### src/rtl/rd_fwft_stage.sv
// First-word-fall-through adapter: turns a 1-cycle-latency FIFO memory read
// into a valid/ready stream through a 2-entry in-order output buffer.
module rd_fwft_stage #(
    parameter int unsigned DATA_WIDTH = 32,
    parameter int unsigned ADDR_WIDTH = 9
) (
    input  logic                  r_clk,
    input  logic                  rrst,
    input  logic                  f_empty,
    input  logic [DATA_WIDTH-1:0] rdata,
    output logic                  r_en,
    output logic                  m_valid,
    input  logic                  m_ready,
    output logic [DATA_WIDTH-1:0] m_data,
    output logic [1:0]            buf_cnt
);

    // ADDR_WIDTH is carried only so the block drops in beside the read-pointer logic.
    if (ADDR_WIDTH == 0) begin : g_no_addr_bits
    end

    logic [DATA_WIDTH-1:0] head_q, head_d;
    logic [DATA_WIDTH-1:0] tail_q, tail_d;
    logic [1:0]            cnt_q, cnt_d;
    logic                  inflight_q, inflight_d;

    logic       pop;
    logic [1:0] occ;
    logic [1:0] occ_after_pop;
    logic [1:0] cnt_after_pop;

    assign m_valid = (cnt_q != 2'd0);
    assign m_data  = head_q;
    assign buf_cnt = cnt_q;

    always_comb begin
        pop           = m_valid & m_ready;
        occ           = cnt_q + {1'b0, inflight_q};
        occ_after_pop = occ - {1'b0, pop};
        r_en          = rrst & ~f_empty & (occ_after_pop < 2'd2);
        inflight_d    = r_en;

        cnt_after_pop = cnt_q - {1'b0, pop};
        cnt_d         = cnt_after_pop + {1'b0, inflight_q};

        head_d = pop ? tail_q : head_q;
        tail_d = tail_q;
        // Returning word lands in the first free slot after this cycle's pop;
        // occ <= 2 guarantees that slot exists.
        if (inflight_q) begin
            if (cnt_after_pop == 2'd0) begin
                head_d = rdata;
            end else begin
                tail_d = rdata;
            end
        end
    end

    always_ff @(posedge r_clk or negedge rrst) begin
        if (!rrst) begin
            head_q     <= '0;
            tail_q     <= '0;
            cnt_q      <= '0;
            inflight_q <= 1'b0;
        end else begin
            head_q     <= head_d;
            tail_q     <= tail_d;
            cnt_q      <= cnt_d;
            inflight_q <= inflight_d;
        end
    end

endmodule

### config.mk
export PLATFORM = sky130hd
export DESIGN_NAME = rd_fwft_stage
export DESIGN_NICKNAME = d
export VERILOG_FILES = /design/src/rtl/rd_fwft_stage.sv
export SDC_FILE = /design/constraint.sdc
export NUM_CORES = 1
export LEC_CHECK = 0
export BUFFER_PORTS_ARGS = -buffer_cell sky130_fd_sc_hd__clkbuf_2
export CAP_MARGIN = 20
export CORE_AREA = 8 8 111 113
export DETAILED_ROUTE_END_ITERATION = 7
export DIE_AREA = 0 0 119 121
export MAX_ROUTING_LAYER = met4
export SYNTH_ARGS = -nofsm -noshare
export SYNTH_HDL_FRONTEND = slang
export SYNTH_SLANG_ARGS = --single-unit
export TNS_END_PERCENT = 10
### constraint.sdc
create_clock -name r_clk -period 4.2 [get_ports r_clk]
set_input_delay 0.63 -clock r_clk [delete_from_list [all_inputs] [get_ports r_clk]]
set_output_delay 0.63 -clock r_clk [all_outputs]
set_load 0.01 [all_outputs]
After elaboration in Yosys (flattened, before gate mapping)
Index checks and enable logic that the tools add are counted.
{"block": "classes", "mux": 3, "reduce_logical": 3, "order_cmp": 1, "bitwise": 5, "n_addsub": 4}
{"cell": "$mux 32", "n": 3}
{"cell": "$add 2x1->2", "n": 2}
{"cell": "$sub 2x1->2", "n": 2}
{"cell": "$and 1x1->1", "n": 3}
{"cell": "$logic_not 2->1", "n": 1}
{"cell": "$lt 2x2->1 const B", "n": 1}
{"cell": "$not 1->1", "n": 2}
{"cell": "$reduce_and 2->1", "n": 1}
{"cell": "$reduce_bool 2->1", "n": 1}
{"block": "totals", "in_bits": 36, "regBits": 67}

Longest topological paths before layout
{"block": "logic_depth", "ltp_word": 6, "ltp_mapped": 5}

Least setup slack after synthesis
OpenSTA, ideal clock, no wires.
{"block": "synth_path", "kind": "input port to output port", "startpoint": "input m_ready", "endpoint": "output r_en", "setup_slack_ns": 2.351, "arrival_time_ns": 1.219, "path_stages": 3, "path_cell_list": "nor2b_4 > nor2_1 > o311a_1"}
{"block": "synth_between", "elab_chain_len": 4}
{"item": "start: declaration", "line_no": "13", "text": "input logic m_ready,"}
{"item": "$and 1x1->1", "line_no": "37", "text": "pop = m_valid & m_ready;"}
{"item": "$sub 2x1->2", "line_no": "39", "text": "occ_after_pop = occ - {1'b0, pop};"}
{"item": "$lt 2x2->1", "line_no": "40", "text": "r_en = rrst & ~f_empty & (occ_after_pop < 2'd2);"}
{"item": "$and 1x1->1", "line_no": "40"}
{"item": "end: declaration", "line_no": "11", "text": "output logic r_en,"}
Every way passes these cells.

Worst setup path after layout
{"block": "layout_path", "startpoint": "register cnt_q[1] (netlist: buf_cnt[1])", "endpoint": "register head_q[15] (netlist: m_data[15])"}
{"block": "layout_between", "elab_chain_len": 6, "word_cells_on_any_way": 7}
{"item": "start: declaration", "line_no": "24", "text": "logic [1:0] cnt_q, cnt_d;"}
{"item": "start signal: assignment", "line_no": "68", "text": "cnt_q <= cnt_d;"}
{"item": "$reduce_bool 2->1", "line_no": "32", "text": "assign m_valid = (cnt_q != 2'd0);"}
{"item": "$and 1x1->1", "line_no": "37"}
{"item": "$sub 2x1->2", "line_no": "43", "text": "cnt_after_pop = cnt_q - {1'b0, pop};"}
{"item": "$logic_not 2->1", "line_no": "51", "text": "if (cnt_after_pop == 2'd0) begin"}
{"item": "$mux 32", "line_no": "51"}
{"item": "$mux 32 *", "line_no": "50", "text": "if (inflight_q) begin"}
{"item": "net head_d[15]", "line_no": "22", "text": "logic [DATA_WIDTH-1:0] head_q, head_d;"}
{"item": "end signal: assignment", "line_no": "61", "text": "head_q <= '0;"}
{"item": "end signal: assignment", "line_no": "66", "text": "head_q <= head_d;"}
{"item": "end: declaration", "line_no": "22"}
The timed path passes the listed nets; every way through them passes the cells marked *.
A chain may end at the register's enable or synchronous reset.

==> results_dict.tcl <==
set metrics [dict create \
    outcome "completed" \
    viasPerCell 4.35 \
    clk_pin_slew_ns 0.07 \
    drive_above_1_share_pct 69.0 \
    yosysWarnings 0 \
    dpl.hpwl_um 4470 \
    gp_congestion 0.655 \
    pin_count 72 \
    fp.dieW_um 119 \
    synthCells 189 \
    gr-usage-all-layers_pct 9.43 \
    post_cts_buffers 0 \
    core-area_mm2 0.0106 \
    yosys.area_share.adder_pct 0.402 \
    place_inst 395 \
    period_share_pct 58.7 \
    worstPathRequired_ns 4.41 \
    hp-class "in2async" \
    layout_common_cells "clkbuf_2 (70), dfrtp_1 (67), mux2_2 (60)" \
    worstMarginPinSlew_ns 0.946 \
    grt_pass1_wl_um 10400 \
    ys_seq_elements 67 \
    cpPeakStageDelay_ns 0.80 \
    final_nets 303 \
    portBuffers 71 \
    cts_buffer_depth 2 \
    p_per_area_mw_per_mm2 759 \
    multi_input_area_mm2 0.00133 \
    synth_top_area_share_pct 53.8 \
    rrSetupSlack_ns 1.74 \
    vias 1787 \
    end_kind "flop" \
    cp_slowest_cell "o21ai_4" \
    yosysSeqAreaShare_pct 53.8 \
    instances_no_fill 411 \
    synth_top_family_by_area "multiplexers" \
    period_needed_ns 2.46 \
    path_delay_family "compound AO/OA/AOI/OAI gates" \
    cts_hold_buf 0 \
    power_w 0.00286 \
    muxShareOfSynthArea_pct 38.3 \
    synth_area_mm2 0.00312 \
    start_kind "flop" \
    grt_max_degree 39 \
    peakVddDrop_uv 255 \
    post_cts_resized 0 \
    syn_avg_cell_area_um2 16.5 \
    tns_ns 0 \
    cts-htree-levels 3 \
    ctsRootBufferMaster "clkbuf_8" \
    netlist.top_cell.by_area "dfrtp_1" \
    fmax_mhz 406 \
    rsz0062_at_grt "false" \
    final_antenna_net_count 0 \
    synth_xor_area_share_pct 0.281 \
    critPathKind "reg2reg" \
    numClockSinks 67 \
    area_delta_synth_final_pct 20.7 \
    drc 0 \
    synth-simple-area-share_pct 1.93 \
    crit_fanout 20 \
    dr.pass1.iters 2 \
    die_h_um 121 \
    drtIter0Drc 64 \
    antenna_found_initial 0 \
    synth_compound_area_share_pct 1.53 \
    report.final.slew_viol_count 0 \
    dieArea_mm2 0.0144 \
    hold_viol_final 0 \
    p_leak_nw 1.82 \
    num_rows 38 \
    worstPathArrival_ns 2.68 \
    setup_viol 0 \
    skew_ns 0.00613 \
    final.fill_count 1047 \
    cts_tree "built" \
    ys_top_cells_by_area "dfrtp_1 (54%), mux2_2 (22%), mux2_4 (14%)" \
    seqCellArea_mm2 0.00168 \
    numCtsBuffers 9 \
    layout_commonest_cell "clkbuf_2" \
    wl_per_cell_um 15.2 \
    synthesis.nets 226 \
    crit_buf_inv 1 \
    drv_cap 0 \
    initial_core_util_pct 29.4 \
    grt_pass1_vias 2035 \
    clock_latency_ns 0.33 \
    relSlewSlack_pct 36.7 \
    yosysUniqueCellTypes 21 \
    diodes 0 \
    overflow 0 \
    routed_wl_um 6260 \
    worstPathCellList "o21ai_4 -> buf_4 -> mux2_4 -> mux2_2" \
]
==> where the power goes <==
part | total [W] | switching (W) | internal (W)
sequential | 0.00117 | 0.000192 | 0.000974
combinational | 0.00121 | 0.000450 | 0.000764
clock | 0.000477 | 0.000235 | 0.000242
total | 0.00286 | 0.000876 | 0.00198
==> layout make-up <==
class,count,share of cell area (%)
multi-input combinational,110,35.4
clock buffer,11,4.03
sequential,67,44.6
tap,140,4.66
clock inverter,5,0.732
timing repair buffer,76,10.4
inverter,2,0.200
==> cells by family (layout without fill, tap and decap cells) <==
| logic type | after synthesis | in the layout |
|---|---|---|
| multiplexers | 96 | 96 |
| AO/OA/AOI/OAI | 5 | 5 |
| buffers and inverters | 12 | 94 |
| AND/OR/NAND/NOR | 7 | 7 |
| flip-flops | 67 | 67 |
| XOR/XNOR | 1 | 1 |
| adder cells (fa/ha/maj) | 1 | 1 |
==> per-stage QoR <==
| step | hold WS (ns) | utilization, % | setup WS, ns | area [µm²] |
|---|---|---|---|---|
| 3_5_place_dp | 0.482 | 33.8 | 1.67 | 3580 |
| 2_1_floorplan | 0.334 | - | 2.35 | 3120 |
| 5_1_grt | 0.363 | 35.5 | 1.60 | 3760 |
| 6_report | 0.341 | 35.5 | 1.74 | 3760 |
| 4_1_cts | 0.347 | 35.5 | 1.67 | 3760 |
| 3_3_place_gp | 0.474 | 33.8 | 1.68 | 3580 |
==> per-layer routing <==
layer,track usage [%],wire [µm],vias up
met3,3.58,337,9
met2,14.7,3000,45
met4,4.03,86,0
met1,10.7,2830,907
met5,-,0,-
li1,-,-,826
==> worst register-to-register path: stages (launching register included) <==
cell and delay (ns):
dfrtp_1 0.54, o21ai_4 0.80, buf_4 0.42, mux2_4 0.32, mux2_2 0.26
==> flip-flops by register name (all words and copies together) (netlist names) <==
signal and flops:
tail_q 32, m_data 32, buf_cnt 2, inflight_q 1
==> cell usage after synthesis <==
cell      number
mux2_2        60
o21bai_1       1
o21ai_2        1
a21oi_1        1
xnor2_1        1
nor2b_4        1
and3_1         1
nand2_1        1
o21ai_4        1
or2_2          1
buf_4          1
ha_1           1
dfrtp_1       67
inv_1          2
nor3b_4        1
buf_6          9
o311a_1        1
nor2_1         1
or2b_1         1
mux2_1         6
mux2_4        30
==> worst paths after layout <==
check	to	from	depth (start not counted)
min in group r_clk	tail_q[0]$_DFFE_PN0P_	tail_q[0]$_DFFE_PN0P_	1
max in group asynchronous	m_data[28]$_DFF_PN0_	rrst	3
hold reg to reg	tail_q[0]$_DFFE_PN0P_	tail_q[0]$_DFFE_PN0P_	1
hold / removal	m_data[9]$_DFF_PN0_	rrst	2
setup reg to reg	m_data[15]$_DFF_PN0_	buf_cnt[1]$_DFF_PN0_	4
setup / recovery	m_data[15]$_DFF_PN0_	buf_cnt[1]$_DFF_PN0_	4
Power figures use the tool's default switching activity.
